**src/rtl/text_pkg.sv**
```systemverilog
// rtl/text_pkg.sv - shared palette, text cell field layout and cursor constants
package text_pkg;

    // text_data word = {attr, ascii}
    localparam int TEXT_ASCII_LSB = 0;
    localparam int TEXT_ATTR_LSB  = 8;

    // fields inside the attribute byte
    localparam int ATTR_FG_LSB    = 0;
    localparam int ATTR_FG_W      = 4;
    localparam int ATTR_BG_LSB    = 4;
    localparam int ATTR_BG_W      = 3;
    localparam int ATTR_BLINK_BIT = 7;

    localparam int CURSOR_UL_H = 2;

    localparam logic [11:0] PALETTE [16] = '{
        12'h000, 12'h00A, 12'h0A0, 12'h0AA, 12'hA00, 12'hA0A, 12'hA50, 12'hAAA,
        12'h555, 12'h55F, 12'h5F5, 12'h5FF, 12'hF55, 12'hF5F, 12'hFF5, 12'hFFF
    };

    function automatic logic [11:0] palette_lookup(input logic [3:0] idx);
        return PALETTE[idx];
    endfunction

endpackage

```
**src/rtl/text_pixel_pipe_if.sv**
```systemverilog
// rtl/text_pixel_pipe_if.sv - pixel in, text RAM / font ROM ports and colour out
interface text_pixel_pipe_if #(
    parameter int GLYPH_W = 8,
    parameter int GLYPH_H = 16,
    parameter int COLS    = 80,
    parameter int ROWS    = 30,
    parameter int XY_W    = 10
);
    localparam int TA_W = $clog2(COLS * ROWS);
    localparam int FA_W = 8 + $clog2(GLYPH_H);

    logic                pix_valid;
    logic [XY_W-1:0]     x;
    logic [XY_W-1:0]     y;
    logic [TA_W-1:0]     text_addr;
    logic                text_rd_en;
    logic [15:0]         text_data;
    logic [FA_W-1:0]     font_addr;
    logic [GLYPH_W-1:0]  font_data;
    logic [11:0]         rgb;
    logic                rgb_valid;

    modport master (
        output pix_valid, x, y, text_data, font_data,
        input  text_addr, text_rd_en, font_addr, rgb, rgb_valid
    );

    modport slave (
        input  pix_valid, x, y, text_data, font_data,
        output text_addr, text_rd_en, font_addr, rgb, rgb_valid
    );

endinterface

```
**src/rtl/blink_timer.sv**
```systemverilog
// rtl/blink_timer.sv - frame counter that toggles the blink phase every BLINK_FRAMES frames
module blink_timer #(
    parameter int BLINK_FRAMES = 32
) (
    input  logic clk,
    input  logic rst,
    input  logic frame_start,
    output logic blink_phase
);
    localparam int CNT_W = (BLINK_FRAMES > 1) ? $clog2(BLINK_FRAMES) : 1;

    logic [CNT_W-1:0] cnt;

    always_ff @(posedge clk) begin
        if (rst) begin
            cnt         <= '0;
            blink_phase <= 1'b1;
        end else if (frame_start) begin
            if (cnt == CNT_W'(BLINK_FRAMES - 1)) begin
                cnt         <= '0;
                blink_phase <= ~blink_phase;
            end else begin
                cnt <= cnt + CNT_W'(1);
            end
        end
    end

endmodule

```
**src/rtl/text_pixel_pipe.sv**
```systemverilog
// rtl/text_pixel_pipe.sv - 3-stage text-mode renderer: cell lookup, glyph fetch, colour
module text_pixel_pipe
    import text_pkg::*;
#(
    parameter int GLYPH_W      = 8,
    parameter int GLYPH_H      = 16,
    parameter int COLS         = 80,
    parameter int ROWS         = 30,
    parameter int XY_W         = 10,
    parameter int BLINK_FRAMES = 32
) (
    input  logic                     clk,
    input  logic                     rst,
    input  logic                     frame_start,
    input  logic                     cursor_en,
    input  logic                     cursor_block,
    input  logic [$clog2(COLS)-1:0]  cursor_col,
    input  logic [$clog2(ROWS)-1:0]  cursor_row,
    text_pixel_pipe_if.slave         bus
);
    localparam int GX_W = $clog2(GLYPH_W);
    localparam int GY_W = $clog2(GLYPH_H);
    localparam int TA_W = $clog2(COLS * ROWS);

    logic                  blink_phase;
    logic [XY_W-GX_W-1:0]  cell_col;
    logic [XY_W-GY_W-1:0]  cell_row;
    logic [GX_W-1:0]       gcol;
    logic [GY_W-1:0]       grow;
    logic                  in_range;
    logic                  cursor_hit;

    logic                  s1_valid, s1_in_range, s1_hit, s1_phase;
    logic [GX_W-1:0]       s1_gcol;
    logic [GY_W-1:0]       s1_grow;

    logic                  s2_valid, s2_in_range, s2_hit, s2_phase;
    logic [GX_W-1:0]       s2_gcol;
    logic [7:0]            s2_attr;

    logic [GX_W-1:0]       bit_idx;
    logic                  pix_bit;
    logic [3:0]            fg_idx;
    logic [3:0]            bg_idx;
    logic [11:0]           pix_rgb;

    blink_timer #(.BLINK_FRAMES(BLINK_FRAMES)) u_blink (
        .clk         (clk),
        .rst         (rst),
        .frame_start (frame_start),
        .blink_phase (blink_phase)
    );

    // Stage 0: cell coordinates come straight from bit slices of x/y
    always_comb begin
        cell_col   = bus.x[XY_W-1:GX_W];
        cell_row   = bus.y[XY_W-1:GY_W];
        gcol       = bus.x[GX_W-1:0];
        grow       = bus.y[GY_W-1:0];
        in_range   = (32'(bus.x) < 32'(COLS * GLYPH_W)) && (32'(bus.y) < 32'(ROWS * GLYPH_H));
        cursor_hit = cursor_en && blink_phase
                  && (32'(cell_col) == 32'(cursor_col))
                  && (32'(cell_row) == 32'(cursor_row))
                  && (cursor_block || (32'(grow) >= 32'(GLYPH_H - CURSOR_UL_H)));
    end

    assign bus.text_addr  = TA_W'(cell_row) * TA_W'(COLS) + TA_W'(cell_col);
    assign bus.text_rd_en = bus.pix_valid && in_range && !rst;

    // Stage 1: text_data has arrived; ask the font ROM for the glyph row
    assign bus.font_addr = {bus.text_data[TEXT_ASCII_LSB +: 8], s1_grow};

    // Blink phase is captured with the pixel so a same-cycle frame_start cannot affect it
    always_ff @(posedge clk) begin
        if (rst) begin
            s1_valid <= 1'b0;
            s2_valid <= 1'b0;
        end else begin
            s1_valid <= bus.pix_valid;
            s2_valid <= s1_valid;
        end
        s1_in_range <= in_range;
        s1_hit      <= cursor_hit;
        s1_phase    <= blink_phase;
        s1_gcol     <= gcol;
        s1_grow     <= grow;

        s2_in_range <= s1_in_range;
        s2_hit      <= s1_hit;
        s2_phase    <= s1_phase;
        s2_gcol     <= s1_gcol;
        s2_attr     <= bus.text_data[TEXT_ATTR_LSB +: 8];
    end

    // Stage 2: MSB of the glyph row is the leftmost pixel
    always_comb begin
        bit_idx = GX_W'(GLYPH_W - 1) - s2_gcol;
        pix_bit = bus.font_data[bit_idx] ^ s2_hit;
        bg_idx  = {1'b0, s2_attr[ATTR_BG_LSB +: ATTR_BG_W]};
        fg_idx  = s2_attr[ATTR_FG_LSB +: ATTR_FG_W];
        if (s2_attr[ATTR_BLINK_BIT] && !s2_phase) begin
            fg_idx = bg_idx;
        end
        pix_rgb = 12'h000;
        if (s2_valid && s2_in_range) begin
            pix_rgb = pix_bit ? palette_lookup(fg_idx) : palette_lookup(bg_idx);
        end
    end

    always_ff @(posedge clk) begin
        if (rst) begin
            bus.rgb       <= 12'h000;
            bus.rgb_valid <= 1'b0;
        end else begin
            bus.rgb       <= pix_rgb;
            bus.rgb_valid <= s2_valid;
        end
    end

endmodule

```
**src/flat_wrapper.sv**
```systemverilog
// flat-port wrapper written by rule: the top's interface ports become plain ports
module text_pixel_pipe_flat import text_pkg::*;
#(
    parameter int GLYPH_W      = 8,
    parameter int GLYPH_H      = 16,
    parameter int COLS         = 80,
    parameter int ROWS         = 30,
    parameter int XY_W         = 10,
    parameter int BLINK_FRAMES = 32
)
  (clk, rst, frame_start, cursor_en, cursor_block, cursor_col, cursor_row, bus_pix_valid, bus_x, bus_y, bus_text_data, bus_font_data, bus_text_addr, bus_text_rd_en, bus_font_addr, bus_rgb, bus_rgb_valid);
  text_pixel_pipe_if #(.GLYPH_W(GLYPH_W), .GLYPH_H(GLYPH_H), .COLS(COLS), .ROWS(ROWS), .XY_W(XY_W)) bus_i ();
  input  logic clk;
  input  logic rst;
  input  logic frame_start;
  input  logic cursor_en;
  input  logic cursor_block;
  input  logic [$clog2(COLS)-1:0] cursor_col;
  input  logic [$clog2(ROWS)-1:0] cursor_row;
  input wire logic [$bits(bus_i.pix_valid)-1:0] bus_pix_valid;
  input wire logic [$bits(bus_i.x)-1:0] bus_x;
  input wire logic [$bits(bus_i.y)-1:0] bus_y;
  input wire logic [$bits(bus_i.text_data)-1:0] bus_text_data;
  input wire logic [$bits(bus_i.font_data)-1:0] bus_font_data;
  output wire logic [$bits(bus_i.text_addr)-1:0] bus_text_addr;
  output wire logic [$bits(bus_i.text_rd_en)-1:0] bus_text_rd_en;
  output wire logic [$bits(bus_i.font_addr)-1:0] bus_font_addr;
  output wire logic [$bits(bus_i.rgb)-1:0] bus_rgb;
  output wire logic [$bits(bus_i.rgb_valid)-1:0] bus_rgb_valid;
  assign bus_i.pix_valid = bus_pix_valid;
  assign bus_i.x = bus_x;
  assign bus_i.y = bus_y;
  assign bus_i.text_data = bus_text_data;
  assign bus_i.font_data = bus_font_data;
  assign bus_text_addr = bus_i.text_addr;
  assign bus_text_rd_en = bus_i.text_rd_en;
  assign bus_font_addr = bus_i.font_addr;
  assign bus_rgb = bus_i.rgb;
  assign bus_rgb_valid = bus_i.rgb_valid;
  text_pixel_pipe #(.GLYPH_W(GLYPH_W), .GLYPH_H(GLYPH_H), .COLS(COLS), .ROWS(ROWS), .XY_W(XY_W), .BLINK_FRAMES(BLINK_FRAMES)) u_core (.clk(clk), .rst(rst), .frame_start(frame_start), .cursor_en(cursor_en), .cursor_block(cursor_block), .cursor_col(cursor_col), .cursor_row(cursor_row), .bus(bus_i));
endmodule
```
**config.mk**
```make
export PLATFORM = sky130hd
export DESIGN_NAME = text_pixel_pipe_flat
export DESIGN_NICKNAME = d
export VERILOG_FILES = /design/src/rtl/text_pkg.sv /design/src/rtl/text_pixel_pipe_if.sv /design/src/rtl/blink_timer.sv /design/src/rtl/text_pixel_pipe.sv /design/src/flat_wrapper.sv
export SDC_FILE = /design/constraint.sdc
export NUM_CORES = 1
export LEC_CHECK = 0
export ABC_AREA = 1
export BUFFER_PORTS_ARGS = -buffer_cell sky130_fd_sc_hd__buf_4
export CORE_AREA = 2 2 74 76
export CTS_BUF_LIST = sky130_fd_sc_hd__clkbuf_2 sky130_fd_sc_hd__clkbuf_4 sky130_fd_sc_hd__clkbuf_8
export DETAILED_ROUTE_END_ITERATION = 12
export DIE_AREA = 0 0 76 78
export PLACE_DENSITY = 0.71
export SYNTH_ARGS = -nofsm -noshare
export SYNTH_HDL_FRONTEND = slang
export SYNTH_SLANG_ARGS = --single-unit
```
**constraint.sdc**
```tcl
create_clock -name clk -period 4.2 [get_ports clk]
set_input_delay 0.63 -clock clk [delete_from_list [all_inputs] [get_ports clk]]
set_output_delay 0.63 -clock clk [all_outputs]
set_load 0.02 [all_outputs]
```
-- Word level (Yosys, flattened, before mapping)
Memories as Yosys holds them, arrays and structs flattened.
Index checks and enable logic that the tools add are counted.
W data, S select, Z words.
- output and inout bits: 38
- bits in registers: 45
- bits of input ports: 62
- memories: 2
- logic and storage cells: 59
- bits in read-only memories: 384
- memory list (name ; depth ; bits a word ; rd ports ; clocked after memory_dff ; wr ports ; RTL line ; text):
    (no name shown) ; 16 ; 12 ; 1 ; 0 ; 0 ; text_pkg.sv:23 ; return PALETTE[idx];
    (no name shown) ; 16 ; 12 ; 1 ; 0 ; 0 ; text_pkg.sv:23 ;
- bitwise gates (word level): 5
- muxes and demuxes: 9
- $add $sub $neg: 3
- magnitude comparators: 6
- reduce and logical (&&, ||, !) cells: 14
- $mul: 1
- equal/unequal tests: 3
- operator list (operator ; number):
    $mux W12 ; 5
    $add A12 B7 Y12 ; 1
    $ge A5 B5 Y1 const B ; 2
    $lt A10 B10 Y1 const B ; 1
    $lt A10 B9 Y1 const B ; 1
    $logic_and A1 B1 Y1 ; 9
    $mul A6 B3 Y8 const B ; 1
    $eq A7 B7 Y1 ; 1
    $eq A6 B5 Y1 ; 1
    $add A5 B1 Y5 const B ; 1
    $eq A5 B5 Y1 const B ; 1
    $mux W5 ; 1
    $not A3 Y5 ; 1
    $not A4 Y5 ; 1
    $ge A4 B4 Y1 const B ; 1
    $lt A3 B4 Y1 const B ; 1
    $mux W4 ; 1
    $bmux W1 S3 ; 1
    $sub A3 B3 Y3 const A ; 1
    $logic_not A1 Y1 ; 2
    $not A1 Y1 ; 2
    $reduce_and A2 Y1 ; 1
    $reduce_or A2 Y1 ; 1
    $logic_or A1 B1 Y1 ; 1
    other kinds (2) ; 2

-- Logic depth before layout (Yosys ltp)
Gate-level depths: netlist (run 1).
- word-level depth: 8
- mapped depth: 9
- gate-level depth less buffers: 9

-- Cells and area by module
Synthesis (run 1) repeated with hierarchy kept, for this count alone.
- cell total of the unflattened synthesis: 240
- area total of the unflattened synthesis: 1939.4 um^2
- by module, submodules not included (module ; seq. area each (um^2) ; area each (um^2) ; cells each ; instances):
    text_pixel_pipe ; 640.6 ; 1667.8 ; 204 ; 1
    blink_timer ; 120.1 ; 271.5 ; 36 ; 1

-- Worst setup path before layout (run 1)
No wires, ideal clock.
- path type: in2out
- from: input bus_y[5]
- to: output bus_text_addr[11]
- stages: 7
- required time: 3.570 ns
- slack: 1.239 ns
- buffers on the path: 0
- arrival time: 2.331 ns
- cell sequence: ha_1 > ha_1 > fa_1 > inv_1 > nor3_2 > nand2_1 > xor2_1
- cells in the longest elaborated chain, start to end: 2
- RTL lines (item ; RTL line ; text):
    start, declared ; flat_wrapper.sv:22 ; input wire logic [$bits(bus_i.y)-1:0] bus_y;
    $mul A6 B3 Y8 ; text_pixel_pipe.sv:67 ; assign bus.text_addr = TA_W'(cell_row) * TA_W'(COLS) + TA_W'(cell_col);
    $add A12 B7 Y12 ; text_pixel_pipe.sv:67 ;
    end, declared ; flat_wrapper.sv:25 ; output wire logic [$bits(bus_i.text_addr)-1:0] bus_text_addr;
No other way between the ends.

-- Worst setup path in the final report (run 1)
Ends and elaborated chain as after synthesis.

==> qor_table.md, run 1 <==
| Item | This run | Unit |
|:---|:---|:---|
| Maximum number of pins on one net before global-route repair | 12 | - |
| Number of buffers added for setup after CTS | 0 | - |
| Routed length per placed instance | 10.3 | microns |
| Crit end category | primary output | - |
| Final setup TNS | 0 | ps |
| Final cell count without fillers | 379 | - |
| Final setup viols | 0 | - |
| Top cells by area, synth | sky130_fd_sc_hd__dfxtp_1, sky130_fd_sc_hd__ha_1, sky130_fd_sc_hd__nand2_1, sky130_fd_sc_hd__buf_4, sky130_fd_sc_hd__inv_1 | - |
| Reg-to-reg critical path startpoint | u_core.u_blink.cnt[1] | - |
| Final core area utilization | 0.523 | - |
| Number of hold buffers added after CTS | 0 | - |
| Slew of the pin with the lowest slew margin | 285 | ps |
| Number of nets still failing antenna checks after routing | 0 | - |
| Int Pwr | 620 | uW |
| Count of port buffers added during placement | 83 | - |
| Type of the worst setup path | input pin to primary output | - |
| Clock Pin Slew Worst Setup and Hold Paths | 70 | ps |
| R2r setup slk | 2830 | ps |
| Number of DRC violations after detailed routing | 0 | - |
| Cell type with the largest total area after synthesis | sky130_fd_sc_hd__dfxtp_1 | - |
| Buffer cell driving the clock tree root | sky130_fd_sc_hd__clkbuf_8 | - |
| Bufs on Longest Clock Path | 2 | - |
| Post-Synthesis Cells | 237 | - |
| I/O pin total | 100 | - |
| Master of the slowest instance on the critical path | sky130_fd_sc_hd__fa_1 | - |
| Total wire length after detailed routing | 3890 | microns |
| Final-report max-slew violation count | 0 | - |
| CP arrival | 2500 | ps |
| Worst setup path startpoint | bus_y[5] | - |
| Critical-path cell list | buf_4 -> ha_1 -> ha_1 -> fa_1 -> inv_1 -> nor3_2 -> nand2_1 -> xor2_1 -> buf_4 | - |
| Global-route wire length before repair | 6600 | microns |
| Area enclosed by the die boundary | 5930 | sq um |
| Worst-case clock skew | 2.64 | ps |
| Clock tree from TritonCTS | built | - |
| Type of element launching the critical path | input pin | - |
| Placed Instances | 371 | - |
| Die Height | 78 | microns |
| Netlist area before placement | 1970 | sq um |
| Antenna diode count | 0 | - |
| Detailed Place HPWL | 3310 | microns |
| Net Sw Frac | 0.281 | - |
| Hold slack | 326 | ps |
| Part of the power in combinational logic | 0.257 | - |
| Via count of the first global-routing pass | 1598 | - |
| Iteration count of the initial detailed-routing pass | 4 | - |
| Seq pwr share | 0.443 | - |
| Final Worst Setup Slack | 1070 | ps |
| Number of antenna violations at the first check in global routing | 0 | - |
| Total of flip-flops plus latches after synthesis | 38 | - |
| Max Fclk | 320 | MHz |
| Initial standard-cell utilization of the core | 0.392 | - |
| End of the critical path | bus_text_addr[11] | - |
| Violation count after the first detailed-route iteration | 26 | - |
| Delay of the slowest cell on the worst path | 540 | ps |
| Data required time of the critical path | 3570 | ps |
| Final cycle utilization of the critical path | 0.745 | - |
| Final critical-path required period | 3130 | ps |
| Maximum capacitance violations | 0 | - |
| Max-Slew Margin vs Limit | 0.808 | - |
| Share of Yosys cell area claimed by the top area cell type | 0.385 | - |
| Leakage component of the power | 1.33 | nW |
| Result of the run | completed | - |
| Count of H-tree levels built during CTS | 2 | - |
| Endpoints failing hold | 0 | - |
| Resized Gates After CTS | 0 | - |
| DR vias/cell | 4.44 | - |
| Power density cells | 327 | nW/um^2 |
| Average cell area after synthesis | 8.33 | sq um |
| Placer's final routability congestion estimate | 0.829 | - |
| Sequential element share of the synthesized area | 0.385 | - |
| Clock network fraction of total power | 0.300 | - |
| Number of sinks handled by clock tree synthesis | 38 | - |
| Sw Pwr | 242 | uW |
| Unrepaired setup endpoints after global routing | false | - |
| Warnings, synthesis | 0 | - |
| Area inside the core boundary | 5040 | sq um |
| Post-synthesis net count | 314 | - |
| Via count | 1683 | - |
| Maximum fanout along the worst path | 6 | - |
| Length in cells of the worst reg-to-reg path | 7 | - |
| Proportion of layout cells with a drive suffix above 1 | 0.356 | - |
| Path category of the worst min-delay check | flop to flop | - |
| GRT Residual Overflow | 0 | - |
| Endpoint of the worst register-to-register path | u_core.u_blink.blink_phase | - |
| Nets@finish | 385 | - |
| Combined global-route utilization of all metal layers | 0.139 | - |
| Syn-to-layout area delta | 33.6 | % |
| Post-synthesis cell type count | 30 | - |
| Row cnt | 26 | - |
| Number of buffers created by CTS | 5 | - |
| Max VDD drop | 0.000168 | V |
| Placement-stage worst setup slack | 1070 | ps |
| Die width | 76 | microns |
| Clock insertion delay at the later pin of the skew report | 290 | ps |
==> per-stage QoR <==
| stage | cell area (sq um) | total power [mW] |
|---|---|---|
| 6_report | 2640 | 0.862 |
| 5_1_grt | 2640 | 0.908 |
| 4_1_cts | 2640 | 0.873 |
| 3_5_place_dp | 2540 | 0.612 |
| 3_3_place_gp | 2540 | 0.609 |
| 2_1_floorplan | 1970 | 0.528 |
==> critical path: cells and delay by family <==
family | cells | cell delay [ps]
adders and majority gates | 3 | 1060
buffers and inverters | 3 | 380
and+or+nand+nor | 2 | 280
xor gates and xnor gates | 1 | 140
==> layer usage <==
layer  GRT usage  routed length [microns]  part of all wire  vias to the layer above
li1            -                        -                 -                      886
met1       0.137                     1500              0.39                      737
met2       0.259                     1990              0.51                       55
met3      0.0535                      333             0.086                        5
met4      0.0636                       70             0.018                        0
met5           0                        0                 0                        -
==> sequential cells by signal, summed over array words and instances (netlist names) <==
register	cells
u_core.s2_in_range	1
u_core.s1_hit	1
u_core.u_blink.blink_phase	1
u_core.bus.rgb	5
u_core.s1_gcol	3
u_core.s1_in_range	1
u_core.s1_grow	4
u_core.s1_phase	1
u_core.s1_valid	1
u_core.s2_phase	1
u_core.s2_gcol	3
u_core.s2_hit	1
u_core.u_blink.cnt	5
u_core.s2_attr	8
u_core.s2_valid	1
u_core.bus.rgb_valid	1
==> layout by cell type (no fill, tap or decap), types with 6 or more instances in the layout <==
cell type / count
sky130_fd_sc_hd__a21oi_1: 6
sky130_fd_sc_hd__buf_4: 83
sky130_fd_sc_hd__clkbuf_8: 6
sky130_fd_sc_hd__dfxtp_1: 38
sky130_fd_sc_hd__ha_1: 13
sky130_fd_sc_hd__inv_1: 28
sky130_fd_sc_hd__nand2_1: 39
sky130_fd_sc_hd__nand3_1: 14
sky130_fd_sc_hd__nand3_2: 6
sky130_fd_sc_hd__nor2_1: 17
sky130_fd_sc_hd__nor3_1: 9
sky130_fd_sc_hd__xor2_1: 10
==> synthesized netlist by cell type <==
cell type and instances:
sky130_fd_sc_hd__nand4_1 2, sky130_fd_sc_hd__inv_2 2, sky130_fd_sc_hd__nor3_2 2, sky130_fd_sc_hd__dfxtp_1 38, sky130_fd_sc_hd__nand2_2 5, sky130_fd_sc_hd__ha_1 13, sky130_fd_sc_hd__inv_1 28, sky130_fd_sc_hd__xnor2_1 5
sky130_fd_sc_hd__buf_4 19, sky130_fd_sc_hd__o211ai_1 1, sky130_fd_sc_hd__nand3_2 6, sky130_fd_sc_hd__a22o_1 1, sky130_fd_sc_hd__a21o_1 1, sky130_fd_sc_hd__o21ai_0 4, sky130_fd_sc_hd__a22oi_1 1, sky130_fd_sc_hd__o22ai_1 1
sky130_fd_sc_hd__xor2_1 10, sky130_fd_sc_hd__or2_2 2, sky130_fd_sc_hd__nand2_1 39, sky130_fd_sc_hd__nor3_1 9, sky130_fd_sc_hd__nand3_1 14, sky130_fd_sc_hd__a31oi_1 1, sky130_fd_sc_hd__clkinv_1 1, sky130_fd_sc_hd__o21ai_1 3
sky130_fd_sc_hd__nor2_1 17, sky130_fd_sc_hd__fa_1 2, sky130_fd_sc_hd__a211oi_1 1, sky130_fd_sc_hd__nand3_4 2, sky130_fd_sc_hd__a21oi_1 6, sky130_fd_sc_hd__o21a_1 1
==> final cells by class <==
cell class | count | area [sq um]
Fill cell | 495 | 2400
Multi-Input combinational cell | 149 | 955
Sequential cell | 38 | 761
Timing Repair Buffer | 83 | 623
Inverter | 31 | 116
Clock buffer | 7 | 90.1
Tap cell | 70 | 87.6
Clock inverter | 1 | 5.00
==> kinds of logic after synthesis <==
kind of cell,synth area share
compound gates,0.0627
xor+xnor,0.0665
fa+ha+maj,0.103
buf+inv,0.131
flops,0.385
simple gates,0.252
==> worst min path at each step <==
stage	start	to	slack [ps]	cells after the start
detailed placement	u_core.s1_gcol[2]	u_core.s2_gcol[2]	310	0
CTS	u_core.s1_phase	u_core.s2_phase	330	0
global route	u_core.s1_hit	u_core.s2_hit	330	0
global placement	u_core.s1_gcol[1]	u_core.s2_gcol[1]	310	0
finish	u_core.s1_gcol[2]	u_core.s2_gcol[2]	330	0
floorplan	u_core.s1_gcol[0]	u_core.s2_gcol[0]	310	0
==> power by group through the flow <==
| stage | sequential [mW] | clock, mW | combinational (mW) |
|---|---|---|---|
| 2_1_floorplan | 0.392 | 0 | 0.136 |
| 3_3_place_gp | 0.389 | 0 | 0.220 |
| 3_5_place_dp | 0.390 | 0 | 0.222 |
| 4_1_cts | 0.382 | 0.268 | 0.224 |
| 5_1_grt | 0.383 | 0.283 | 0.243 |
| 6_report | 0.382 | 0.259 | 0.221 |
No activity file was read; power rests on OpenSTA's default activity.
==> inputs of run 2 (changes only) <==
--- a/config.mk
+++ b/config.mk
@@ -11,7 +11,7 @@
 export CTS_BUF_LIST = sky130_fd_sc_hd__clkbuf_2 sky130_fd_sc_hd__clkbuf_4 sky130_fd_sc_hd__clkbuf_8
 export DETAILED_ROUTE_END_ITERATION = 12
 export DIE_AREA = 0 0 76 78
-export PLACE_DENSITY = 0.71
+export PLACE_DENSITY = 0.73
 export SYNTH_ARGS = -nofsm -noshare
 export SYNTH_HDL_FRONTEND = slang
 export SYNTH_SLANG_ARGS = --single-unit
==> constraint.sdc (replaced) <==
create_clock -name clk -period 2.6 [get_ports clk]
set_input_delay 0.39 -clock clk [delete_from_list [all_inputs] [get_ports clk]]
set_output_delay 0.39 -clock clk [all_outputs]
set_load 0.02 [all_outputs]
==> run 2 against run 1 <==
Effect of this change:
- final cell count up 0.79%
- first-iteration DRC count up 35%
- critical path depth unchanged
- sequential cell count unchanged
- via count up 2.5%
- die area unchanged
- combinational power up 76%
- utilization up 1.5 points
- critical endpoint is now bus_text_addr[10]
==> qor_table.md, run 2 (synthesized netlist as in run 1, its figures left out) <==
| Item | This run | Unit |
|:---|:---|:---|
| Result of the run | completed | - |
| Final-report max-slew violation count | 0 | - |
| Type of the worst setup path | input pin to primary output | - |
| Number of antenna violations at the first check in global routing | 0 | - |
| Max VDD drop | 0.000229 | V |
| Slew of the pin with the lowest slew margin | 275 | ps |
| Clock insertion delay at the later pin of the skew report | 280 | ps |
| Count of port buffers added during placement | 83 | - |
| Final setup viols | 0 | - |
| Master of the slowest instance on the critical path | sky130_fd_sc_hd__fa_2 | - |
| Global-route wire length before repair | 7200 | microns |
| Number of buffers created by CTS | 5 | - |
| Most used cell, CP | sky130_fd_sc_hd__buf_4 | - |
| Dpl cell area | 2560 | sq um |
| Max Fclk | 402 | MHz |
| Antenna diode count | 0 | - |
| Path category of the worst min-delay check | input pin to flop | - |
| Placer's final routability congestion estimate | 0.841 | - |
| Kind of cell adding the most delay to the critical path | adder cells | - |
| Data required time of the critical path | 2210 | ps |
| Total non-filler cell area in the finished layout | 2710 | sq um |
| Clock Pin Slew Worst Setup and Hold Paths | 80 | ps |
| Final critical-path required period | 2490 | ps |
| Bufs on Longest Clock Path | 2 | - |
| Clock tree from TritonCTS | built | - |
| Max-Slew Margin vs Limit | 0.815 | - |
| Buffer and inverter count on the worst path | 3 | - |
| Delay of the slowest cell on the worst path | 570 | ps |
| Final cycle utilization of the critical path | 0.957 | - |
| R2r setup slk | 1230 | ps |
| Number of hold buffers added after CTS | 0 | - |
| Final core area utilization | 0.538 | - |
| Area enclosed by the die boundary | 5930 | sq um |
| Die width | 76 | microns |
| GRT Residual Overflow | 0 | - |
| Maximum capacitance violations | 0 | - |
| CP arrival | 2100 | ps |
| Row cnt | 26 | - |
| Buffer cell driving the clock tree root | sky130_fd_sc_hd__clkbuf_8 | - |
| I/O pin total | 100 | - |
| Type of element launching the critical path | input pin | - |
| Total wire length after detailed routing | 4290 | microns |
| Total design power | 1.42 | mW |
| Detailed Place HPWL | 3500 | microns |
| Via count | 1725 | - |
| Endpoints failing hold | 0 | - |
| Critical-path cell list | buf_4 -> ha_4 -> ha_4 -> fa_2 -> buf_4 -> nand2_1 -> nor2_2 -> xor2_1 -> buf_4 | - |
| Flip-flop count of the largest register, all copies and words added | 8 | - |
| Largest registers | u_core.s2_attr (8), u_core.bus.rgb (5), u_core.u_blink.cnt (5) | - |
| Multi-input combinational cell area | 1010 | sq um |
| Syn-to-layout area delta | 37.4 | % |
| Maximum fanout along the worst path | 2 | - |
| Unrepaired setup endpoints after global routing | false | - |
| Leakage component of the power | 1.34 | nW |
| Number of sinks handled by clock tree synthesis | 38 | - |
| Power density cells | 523 | nW/um^2 |
| Total area of sequential cells | 761 | sq um |
| Proportion of layout cells with a drive suffix above 1 | 0.385 | - |
| Maximum number of pins on one net before global-route repair | 13 | - |
| Initial standard-cell utilization of the core | 0.392 | - |
| Die Height | 78 | microns |
| Commonest non-fill, non-tap cell in the layout | sky130_fd_sc_hd__buf_4 | - |
| Via count of the first global-routing pass | 1779 | - |
| Count of H-tree levels built during CTS | 2 | - |
| Placement-stage worst setup slack | -11.2 | ps |
| Iteration count of the initial detailed-routing pass | 4 | - |
| Final setup TNS | 0 | ps |
| Combined global-route utilization of all metal layers | 0.149 | - |
| DR vias/cell | 4.52 | - |
| Crit end category | primary output | - |
| Top library cells by usage in the layout, fill and taps aside | sky130_fd_sc_hd__buf_4, sky130_fd_sc_hd__nand2_1, sky130_fd_sc_hd__dfxtp_1, sky130_fd_sc_hd__inv_1, sky130_fd_sc_hd__nor2_1 | - |
| Final Worst Setup Slack | 111 | ps |
| Area inside the core boundary | 5040 | sq um |
| Violation count after the first detailed-route iteration | 35 | - |
| Register with the highest flop count | u_core.s2_attr | - |
| Routed length per placed instance | 11.2 | microns |
| Number of nets still failing antenna checks after routing | 0 | - |
| Number of DRC violations after detailed routing | 0 | - |
| Nets@finish | 388 | - |
| Worst-case clock skew | 10.6 | ps |
| Filler Cell Count | 462 | - |
run 2: changes by cell type in the layout (fill, tap and decap cells not counted), sizes merged:
cell	before	now
buf	83	86
clkbuf	7	6
clkinvlp	0	1
run 2: metal layers:
| layer | share of wire | GRT usage | wire length [microns] | up-vias |
|---|---|---|---|---|
| met5 | 0 | 0 | 0 | - |
| met4 | 0.021 | 0.0473 | 90 | 0 |
| met3 | 0.072 | 0.0535 | 309 | 11 |
| met2 | 0.53 | 0.291 | 2280 | 64 |
| met1 | 0.38 | 0.145 | 1620 | 758 |
| li1 | - | - | - | 892 |
run 2: power breakdown:
| part | internal (mW) | switching (mW) |
|---|---|---|
| registers | 0.605 | 0.0111 |
| clock network | 0.213 | 0.201 |
| logic | 0.190 | 0.198 |
| total | 1.01 | 0.411 |
run 2: worst paths after layout:
check / start / cells after the start / to
setup / recovery: bus_y[5] / 9 / bus_text_addr[10]
hold / removal: bus_x[0] / 1 / u_core.s1_gcol[0]
setup reg to reg: u_core.u_blink.cnt[1] / 7 / u_core.u_blink.blink_phase
hold reg to reg: u_core.s1_in_range / 0 / u_core.s2_in_range
run 2: layout make-up:
class	count	area share
clock buffer	6	0.0304
clock inverter	2	0.00461
inverter	31	0.0429
multi-input combinational	149	0.371
sequential	38	0.280
tap	70	0.0323
timing repair buffer	86	0.238
run 2: per-stage QoR:
step           instances  hold WS, ps
6_report             382          201
3_3_place_gp         373          310
3_5_place_dp         373          314
5_1_grt              382          185
4_1_cts              382          191
2_1_floorplan        237          310
run 2: worst reg2reg max path, cell delays in order (launching register included):
cell                      delay [ps]
sky130_fd_sc_hd__dfxtp_1         380
sky130_fd_sc_hd__ha_1            190
sky130_fd_sc_hd__inv_1            60
sky130_fd_sc_hd__nor3_1          150
sky130_fd_sc_hd__ha_1            200
sky130_fd_sc_hd__nand2_1          90
sky130_fd_sc_hd__o21ai_0         170
sky130_fd_sc_hd__a21o_1          100
run 2: what timing repair did:
action,CTS,global route
setup buffers,1,0
setup endpoints to repair,1,2
pin swaps,1,4
gates resized for setup,2,6
==> inputs of run 3 (changes only) <==
--- a/config.mk
+++ b/config.mk
@@ -11,7 +11,7 @@
 export CTS_BUF_LIST = sky130_fd_sc_hd__clkbuf_2 sky130_fd_sc_hd__clkbuf_4 sky130_fd_sc_hd__clkbuf_8
 export DETAILED_ROUTE_END_ITERATION = 12
 export DIE_AREA = 0 0 76 78
-export PLACE_DENSITY = 0.73
+export PLACE_DENSITY = 0.71
 export SYNTH_ARGS = -nofsm -noshare
 export SYNTH_HDL_FRONTEND = slang
 export SYNTH_SLANG_ARGS = --single-unit
==> constraint.sdc (replaced) <==
create_clock -name clk -period 2.55 [get_ports clk]
set_input_delay 0.3825 -clock clk [delete_from_list [all_inputs] [get_ports clk]]
set_output_delay 0.3825 -clock clk [all_outputs]
set_load 0.02 [all_outputs]
==> run 3 against run 2 <==
Effect of this change:
- final cell count is 0.26% lower
- utilization fell by 0.12 points
- routed wire length down 7.2%
- die area stayed put
- power down 1.3%
- clock power decreased by 8.4%
- worst hold slack better by 1.7 ps
- critical endpoint is now bus_text_addr[11]
==> qor_table.md, run 3 (synthesized netlist as in run 1, its figures left out) <==
| Item | This run | Unit |
|:---|:---|:---|
| Type of element launching the critical path | input pin | - |
| Crit end category | primary output | - |
| Area enclosed by the die boundary | 5930 | sq um |
| Maximum fanout along the worst path | 4 | - |
| Count of port buffers added during placement | 83 | - |
| Number of buffers created by CTS | 5 | - |
| Total wire length after detailed routing | 3990 | microns |
| Final cycle utilization of the critical path | 0.958 | - |
| Worst-case clock skew | 6.54 | ps |
| Iteration count of the initial detailed-routing pass | 4 | - |
| Worst hold path endpoint | u_core.s2_attr[2] | - |
| Result of the run | completed | - |
| Die Height | 78 | microns |
| Global-route wire length before repair | 6690 | microns |
| Max Fclk | 409 | MHz |
| Via count of the first global-routing pass | 1668 | - |
| Number of antenna violations at the first check in global routing | 0 | - |
| Maximum number of pins on one net before global-route repair | 12 | - |
| Die width | 76 | microns |
| Bufs on Longest Clock Path | 2 | - |
| Final-report max-slew violation count | 0 | - |
| Area inside the core boundary | 5040 | sq um |
| Endpoints failing hold | 0 | - |
| Delay of the slowest cell on the worst path | 330 | ps |
| Largest registers | u_core.s2_attr (8), u_core.bus.rgb (5), u_core.u_blink.cnt (5) | - |
| Data required time of the critical path | 2170 | ps |
| Final critical-path required period | 2440 | ps |
| Commonest non-fill, non-tap cell in the layout | sky130_fd_sc_hd__buf_4 | - |
| DR vias/cell | 4.50 | - |
| Length in cells of the worst reg-to-reg path | 7 | - |
| Most used cell, CP | sky130_fd_sc_hd__buf_4 | - |
| Violation count after the first detailed-route iteration | 31 | - |
| Final setup viols | 0 | - |
| CP arrival | 2060 | ps |
| Cell depth of the worst min-delay path | 1 | - |
| Count of H-tree levels built during CTS | 2 | - |
| Leakage component of the power | 1.34 | nW |
| Final core area utilization | 0.537 | - |
| Clock insertion delay at the later pin of the skew report | 280 | ps |
| Placer's final routability congestion estimate | 0.827 | - |
| Hold Path Origin | bus_text_data[10] | - |
| Slew of the pin with the lowest slew margin | 282 | ps |
| I/O pin total | 100 | - |
| Power density cells | 518 | nW/um^2 |
| Master of the slowest instance on the critical path | sky130_fd_sc_hd__ha_1 | - |
| Max VDD drop | 0.000255 | V |
| Critical-path cell list | buf_4 -> buf_4 -> ha_1 -> ha_4 -> a21oi_1 -> nand2_1 -> xor2_2 -> nand2_1 -> xor2_1 -> buf_4 | - |
| Syn-to-layout area delta | 37.1 | % |
| Endpoint of the worst register-to-register path | u_core.u_blink.blink_phase | - |
| Reg-to-reg critical path startpoint | u_core.u_blink.cnt[1] | - |
| GRT Residual Overflow | 0 | - |
| Number of DRC violations after detailed routing | 0 | - |
| Register with the highest flop count | u_core.s2_attr | - |
| Max-Slew Margin vs Limit | 0.811 | - |
| Detailed Place HPWL | 3370 | microns |
| Routed length per placed instance | 10.5 | microns |
| Combined global-route utilization of all metal layers | 0.140 | - |
| Number of nets still failing antenna checks after routing | 0 | - |
| Top library cells by usage in the layout, fill and taps aside | sky130_fd_sc_hd__buf_4, sky130_fd_sc_hd__nand2_1, sky130_fd_sc_hd__dfxtp_1, sky130_fd_sc_hd__inv_1, sky130_fd_sc_hd__nor2_1 | - |
| Clock tree from TritonCTS | built | - |
| Initial standard-cell utilization of the core | 0.392 | - |
| Via count | 1716 | - |
| Row cnt | 26 | - |
| Buffer cell driving the clock tree root | sky130_fd_sc_hd__clkbuf_8 | - |
| Worst setup path startpoint | bus_y[7] | - |
| Path category of the worst min-delay check | input pin to flop | - |
| Clock Pin Slew Worst Setup and Hold Paths | 70 | ps |
| Antenna diode count | 0 | - |
| Proportion of layout cells with a drive suffix above 1 | 0.383 | - |
| Total design power | 1.40 | mW |
| Nets@finish | 388 | - |
| Number of sinks handled by clock tree synthesis | 38 | - |
| Flip-flop count of the largest register, all copies and words added | 8 | - |
| Maximum capacitance violations | 0 | - |
| Type of the worst setup path | input pin to primary output | - |
| Filler Cell Count | 467 | - |
| R2r setup slk | 1180 | ps |
[run 3: changes by cell type in the layout (fill, tap and decap cells not counted), sizes merged]
cell    delta
clkinv     -1
[run 3: layout make-up]
class	count	area [sq um]	area share
flip-flops and latches	38	761	0.281
repair buffers	86	646	0.239
well taps	70	87.6	0.0324
multi-input cells	149	1010	0.374
clock buffers	6	76.3	0.0282
inverters	31	116	0.0430
clock inverters	1	7.51	0.00277
[run 3: routing by layer]
metal | wire length (microns) | share of wire | vias to the layer above | GRT usage
li1 | - | - | 890 | -
met2 | 2150 | 0.54 | 56 | 0.276
met5 | 0 | 0 | - | 0
met4 | 23 | 0.0058 | 0 | 0.0491
met3 | 367 | 0.092 | 2 | 0.0570
met1 | 1440 | 0.36 | 768 | 0.130
[run 3: worst max path at each step]
stage	endpoint	slack [ps]
6_report	bus_text_addr[11]	110
5_1_grt	bus_text_addr[10]	-4
4_1_cts	bus_text_addr[10]	30
3_5_place_dp	bus_text_addr[11]	-30
3_3_place_gp	bus_text_addr[11]	6
2_1_floorplan	bus_text_addr[11]	80
[run 3: where the power goes]
| part | switching [mW] | leakage, nW | internal [mW] |
|---|---|---|---|
| sequential | 0.0112 | 0.315 | 0.617 |
| clock | 0.183 | 0.0407 | 0.198 |
| combinational | 0.199 | 0.980 | 0.194 |
[run 3: critical path, delay by kind of cell]
| kind | cells | cell delay, ps |
|---|---|---|
| buffers and inverters | 3 | 410 |
| xor gates and xnor gates | 2 | 320 |
| and+or+nand+nor | 2 | 180 |
| AOI/OAI and AO/OA | 1 | 140 |
| adders and majority gates | 2 | 610 |
[run 3: per-stage QoR]
step | hold WS (ps) | cell area [sq um] | instances | setup slack [ps] | setup TNS (ps)
after floorplan | 310 | 1970 | 237 | 84.5 | 0
after global placement | 311 | 2560 | 374 | 5.85 | 0
after detailed placement | 312 | 2560 | 374 | -28.8 | -28.8
after CTS | 189 | 2650 | 381 | 31.7 | 0
after global routing | 177 | 2710 | 381 | -3.87 | -3.87
final | 203 | 2710 | 381 | 106 | 0
[run 3: timing repair]
item,in CTS,in global routing
pin swaps,1,3
hold endpoints to repair,0,0
hold buffers,0,0
gates resized for setup,2,6
buffers inserted,0,0
setup endpoints to repair,1,2
gates cloned,0,0
